### config.mk
export PLATFORM = sky130hd
export DESIGN_NAME = fetch_seq_ctrl
export DESIGN_NICKNAME = d
export VERILOG_FILES = /design/src/rtl/fetch_seq_ctrl_pkg.sv /design/src/rtl/fetch_pc_adder.sv /design/src/rtl/fetch_seq_ctrl.sv
export SDC_FILE = /design/constraint.sdc
export NUM_CORES = 1
export LEC_CHECK = 0
export BUFFER_PORTS_ARGS = -buffer_cell sky130_fd_sc_hd__buf_2
export CAP_MARGIN = 0
export CORE_ASPECT_RATIO = 1.1
export CORE_UTILIZATION = 30
export DETAILED_ROUTE_END_ITERATION = 10
export GPL_ROUTABILITY_DRIVEN = 1
export PLACE_DENSITY = 0.47
export SLEW_MARGIN = 20
export SYNTH_ARGS = -nofsm -noshare
export SYNTH_HDL_FRONTEND = slang
export SYNTH_SLANG_ARGS = --single-unit
### constraint.sdc
create_clock -name clk -period 2.2 [get_ports clk]
set_clock_uncertainty 0.15 [all_clocks]
set_input_delay 0.44 -clock clk [delete_from_list [all_inputs] [get_ports clk]]
set_output_delay 0.44 -clock clk [all_outputs]
set_load 0.01 [all_outputs]
### src/rtl/fetch_seq_ctrl_pkg.sv
// Fetch sequencer shared definitions.
// State encodings, datapath widths and the IF/ID control bundle.
package fetch_seq_ctrl_pkg;

    localparam int PC_W   = 32;
    localparam int LEN_W  = 3;
    localparam int CNT_W  = 16;
    localparam int FCNT_W = 4;

    localparam logic [1:0] ST_IDLE  = 2'd0;
    localparam logic [1:0] ST_RUN   = 2'd1;
    localparam logic [1:0] ST_FLUSH = 2'd2;
    localparam logic [1:0] ST_HALT  = 2'd3;

    // Longest legal instruction in bytes; longer lengths still advance
    // the PC but raise the sticky length error.
    localparam logic [LEN_W-1:0] MAX_LEN = 3'd5;

    typedef struct packed {
        logic req;
        logic stall;
        logic flush;
    } ifid_ctrl_t;

    function automatic logic len_illegal(input logic [LEN_W-1:0] len);
        return len > MAX_LEN;
    endfunction

endpackage

### src/rtl/fetch_pc_adder.sv
// Fetch PC incrementer.
// Adds the delivered instruction length; carry-out is dropped so the PC wraps.
module fetch_pc_adder
    import fetch_seq_ctrl_pkg::*;
(
    input  logic [PC_W-1:0]  pc,
    input  logic [LEN_W-1:0] len,
    output logic [PC_W-1:0]  sum
);

    assign sum = pc + {{(PC_W-LEN_W){1'b0}}, len};

endmodule

### src/rtl/fetch_seq_ctrl.sv
// Fetch sequencing FSM.
// Drives fetch enable, the fetch PC and IF/ID stall/flush controls.
module fetch_seq_ctrl
    import fetch_seq_ctrl_pkg::*;
#(
    parameter logic [PC_W-1:0] RESET_PC     = 32'h0000_0000,
    parameter int              FLUSH_CYCLES = 2
) (
    input  logic              clk,
    input  logic              rst,
    input  logic              fetch_ack,
    input  logic [LEN_W-1:0]  fetch_len,
    input  logic              dec_stall,
    input  logic              redirect_valid,
    input  logic [PC_W-1:0]   redirect_pc,
    input  logic              halt_req,
    output logic              fetch_req,
    output logic [PC_W-1:0]   fetch_pc,
    output logic              ifid_stall,
    output logic              ifid_flush,
    output logic [1:0]        state_out,
    output logic              len_err,
    output logic [CNT_W-1:0]  stall_cnt
);

    localparam logic [FCNT_W-1:0] FLUSH_LOAD =
        FCNT_W'(FLUSH_CYCLES - 1);

    logic [1:0]        state_q;
    logic [1:0]        state_d;
    logic [PC_W-1:0]   pc_q;
    logic [PC_W-1:0]   pc_d;
    logic [PC_W-1:0]   pc_sum;
    logic [FCNT_W-1:0] fcnt_q;
    logic [FCNT_W-1:0] fcnt_d;
    logic              len_err_q;
    logic [CNT_W-1:0]  stall_cnt_q;
    logic              advance;
    ifid_ctrl_t        ctrl;

    fetch_pc_adder u_adder (
        .pc  (pc_q),
        .len (fetch_len),
        .sum (pc_sum)
    );

    // Next-state, next-PC and IF/ID control decode by state and priority.
    always_comb begin
        state_d    = state_q;
        pc_d       = pc_q;
        fcnt_d     = fcnt_q;
        advance    = 1'b0;
        ctrl.req   = 1'b0;
        ctrl.stall = 1'b0;
        ctrl.flush = 1'b1;
        unique case (state_q)
            ST_IDLE: begin
                state_d = ST_RUN;
            end
            ST_RUN: begin
                ctrl.req = 1'b1;
                if (redirect_valid) begin
                    pc_d    = redirect_pc;
                    fcnt_d  = FLUSH_LOAD;
                    state_d = ST_FLUSH;
                end else if (halt_req) begin
                    state_d = ST_HALT;
                end else if (dec_stall) begin
                    ctrl.stall = 1'b1;
                    ctrl.flush = 1'b0;
                end else if (fetch_ack) begin
                    ctrl.flush = 1'b0;
                    pc_d       = pc_sum;
                    advance    = 1'b1;
                end
            end
            ST_FLUSH: begin
                if (redirect_valid) begin
                    pc_d   = redirect_pc;
                    fcnt_d = FLUSH_LOAD;
                end else if (fcnt_q == '0) begin
                    state_d = ST_RUN;
                end else begin
                    fcnt_d = fcnt_q - 1'b1;
                end
            end
            ST_HALT: begin
                if (redirect_valid) begin
                    pc_d    = redirect_pc;
                    fcnt_d  = FLUSH_LOAD;
                    state_d = ST_FLUSH;
                end
            end
            default: begin
                state_d = ST_IDLE;
            end
        endcase
    end

    // FSM state, fetch PC and flush counter registers.
    always_ff @(posedge clk or posedge rst) begin
        if (rst) begin
            state_q <= ST_IDLE;
            pc_q    <= RESET_PC;
            fcnt_q  <= '0;
        end else begin
            state_q <= state_d;
            pc_q    <= pc_d;
            fcnt_q  <= fcnt_d;
        end
    end

    // Sticky flag for an accepted over-long instruction.
    always_ff @(posedge clk or posedge rst) begin
        if (rst) begin
            len_err_q <= 1'b0;
        end else if (advance && len_illegal(fetch_len)) begin
            len_err_q <= 1'b1;
        end
    end

    // Saturating count of IF/ID stall cycles.
    always_ff @(posedge clk or posedge rst) begin
        if (rst) begin
            stall_cnt_q <= '0;
        end else if (ctrl.stall && stall_cnt_q != '1) begin
            stall_cnt_q <= stall_cnt_q + 1'b1;
        end
    end

    assign fetch_req  = ctrl.req;
    assign ifid_stall = ctrl.stall;
    assign ifid_flush = ctrl.flush;
    assign fetch_pc   = pc_q;
    assign state_out  = state_q;
    assign len_err    = len_err_q;
    assign stall_cnt  = stall_cnt_q;

endmodule

==> impl_results.md <==
* Power Internal at between 2 and 3 mW
* Synth cell types at 62
* Area leader, netlist: dfrtp_1
* Post-Syn Area at around 3300 um^2
* Post-synth top area share at 0.414
* N_diodes at 0
* First-pass GRT wire length at approximately 18000 um
* Final setup vio count at 0
* Vias at approximately 3500
* CTS Hold Bufs at 0
* Share of total power in sequential cells at 0.336
* Fin. max-slew vios at 0
* Async S/R FF share, synth at 1.00
* Net Switching at 2.05 mW
* WHS at around 36 ps
* GRT overflow at 0
* Maximum vdd drop at roughly 0.00050 V
* Net Sw Frac at 0.415
* Worst Tran Pin Value at about 520 ps
* Pin count of the biggest net entering global routing at between 50 and 60
* Total CTS buffers at 5
* Leakage power at 2.00 nW
* DR WL/cell at approximately 16 um
* Dpl hpwl at 8010 um
* # nets final at 554
* Max layer used: met4
* Placed cells at about 640
* Top-Level Pins at 95
* FF/Latch Area at roughly 1400 um^2
* Fill cells at between 1000 and 1500
* WP data required at approximately 2200 ps
* Minimum clock period at between 2000 and 2500 ps
* CP Max Fanout at 4
* Run status: complete, no violations
* Min-delay worst type: input port to asynchronous set/reset pin
* Die area at 11500 um^2
* Die Width at between 100 and 150 um
* GRT Total Usage at 0.197
* Critical path class: register to register
* WL final at around 11000 um
* EDFF count, synth at 0
* Share of post-route cells with drive strength above 1 at 0.354
* Setup crit start kind: register
* Detailed Routing Iterations Pass 1 at 4
* Final instance count without filler cells at approximately 650
* Slew Limit Headroom at 0.652
* Area of the multi-input gates at ~1900 um^2
* Routability cong. at around 0.78
* Clock Tree Buf Depth at 2
* Seq/Total Area, Yosys at 0.414
* Initial antenna violation count at 0
* Initial detailed-routing violation count at 175
* Gate power share at 0.471
* Rows at 39
* Final Hold Fails at 0
* Final worst path period share at 0.962
* WL met3 at 612 um
* Arrival time at the worst endpoint at 2160 ps
* Largest cells by area after synthesis: dfrtp_1 (41%), a21oi_1 (4.8%), nor2_1 (3.5%)
* PnR worst setup slack at approximately 84 ps
* DRC Markers at 0
* Max_cap viols at 0
* Count of state elements after synthesis at 55
* CORE AREA at around 11000 um^2
* M1 WL at 4710 um
* Critical Path Sink Type: register
* Reg clk slew, reported paths at around 80 ps
* Worst-skew pair later-pin latency at about 300 ps
* PortBufs at between 90 and 100
* Clock root cell: clkbuf_16
* Power Dens Cells at between 1000 and 1500 nW/um^2
* Place WS at -164 ps
* Clk pwr share at 0.194
* Mapped Nets at approximately 420
* Chip Height at about 110 um
* P&R area growth vs syn at 37.3%
* Vias in the first global route at ~3400
* CTS H-tree lvls at 2
* Ys Warns at 0
* Post-CTS setup buffers at 0
* Initial core utilization at 0.314
* Peak Freq at 473 MHz
* Vias per inst at ~5.3
* Post-Synthesis Cells at 374
* Met2 WL at ~5200 um
* Syn_area_per_cell at slightly below 9 um^2
* Post-synth top flop: dfrtp_1
* CTS Sinks at between 50 and 60
* CTS tree: done
* Antenna Violating Nets Remaining at 0
[cell usage after synthesis, types with 3 or more instances]
cell	instances
a211oi_1	5
a2bb2oi_1	3
nand3_1	21
ha_1	5
o22ai_1	10
o22a_1	4
a311oi_1	5
a21o_1	3
and3_1	4
nor3_1	21
clkbuf_1	12
a21oi_1	32
xnor2_1	10
nand4_1	11
or3_1	6
nor4_1	8
buf_2	3
o21a_1	3
inv_1	10
and4_1	4
o21ai_0	16
xor2_1	6
o32ai_1	9
nand2_1	29
nor2_1	31
dfrtp_1	55
a31oi_1	4
[placed cells by master (no fill, tap or decap), types with 4 or more instances in the layout]
master	netlist	final
xnor2_1	10	10
nor2_1	31	30
nand4_1	11	11
or3_1	6	5
nand3_1	21	18
o22ai_1	10	10
buf_4	0	50
clkbuf_16	0	5
buf_2	3	94
xor2_1	6	6
nor4_1	8	5
inv_1	10	9
a211oi_1	5	5
dfrtp_1	55	55
o32ai_1	9	9
a311oi_1	5	5
o21ai_0	16	15
a31oi_1	4	4
nand2_1	29	29
o22a_1	4	4
nor3_1	21	20
and4_1	4	4
a21oi_1	32	32
[path summary, 6_finish.rpt]
check	start	endpoint	slack (ps)	cells past startpoint
max reg2reg	fetch_pc[0]	fetch_pc[18]	80	7
max	fetch_pc[0]	fetch_pc[18]	80	7
max in group asynchronous	rst	fcnt_q[2]	1590	3
min	rst	fetch_pc[21]	40	3
min reg2reg	len_err	len_err	320	1
min in group clk	redirect_pc[19]	fetch_pc[19]	230	3
[what timing repair did]
| item | CTS | global route |
|---|---|---|
| setup endpoints to repair | 2 | 18 |
| endpoints found under the hold margin | 0 | 0 |
| gates resized for setup | 1 | 16 |
| pin swaps | 0 | 3 |
[final cells by class]
cell class / instances / area share
clock buffers: 6 / 0.0304
inverters: 10 / 0.00822
multi-input cells: 289 / 0.419
repair buffers: 146 / 0.194
clock inverters: 2 / 0.00768
flip-flops and latches: 55 / 0.302
well taps: 143 / 0.0392
[logic make-up after synthesis]
kind of cell / after synthesis / share of synthesized area
simple gates: 156 / 0.255
buf+inv: 30 / 0.0399
fa+ha+maj: 6 / 0.0248
flops: 55 / 0.414
mux: 2 / 0.00640
xor+xnor: 16 / 0.0422
compound gates: 109 / 0.217
[state kept, by name, summed over array words and instances (netlist names)]
signal     flops
fcnt_q         4
state_out      2
len_err        1
fetch_pc      32
stall_cnt     16
[layer usage]
metal,vias to the layer above,track usage
li1,1692,-
met1,1666,0.251
met2,104,0.329
met3,15,0.0504
met4,0,0.0524
met5,-,0
[power groups by stage]
stage	registers, mW	logic [mW]	clock network (mW)
after floorplan	1.80	1.10	0
after global placement	1.66	2.26	0
after detailed placement	1.67	2.28	0
after CTS	1.65	2.29	0.997
after global routing	1.71	2.58	1.03
final	1.66	2.33	0.957
[critical path, stage by stage (launching register included)]
cell	delay, ps
dfrtp_1	390
ha_2	190
fa_1	380
a21o_1	240
and3_4	220
a41o_1	230
a21oi_1	150
a21oi_1	50
[per-stage QoR]
| stage | TNS (ps) | util | total power [mW] | instance area [um^2] |
|---|---|---|---|---|
| final | 0 | 0.431 | 4.94 | 4560 |
| after global routing | -4.69 | 0.431 | 5.33 | 4560 |
| after global placement | -618 | 0.406 | 3.92 | 4300 |
| after detailed placement | -1090 | 0.406 | 3.95 | 4300 |
| after CTS | 0 | 0.423 | 4.94 | 4480 |
| after floorplan | 0 | - | 2.90 | 3320 |
No activity file was read; power rests on OpenSTA's default activity.
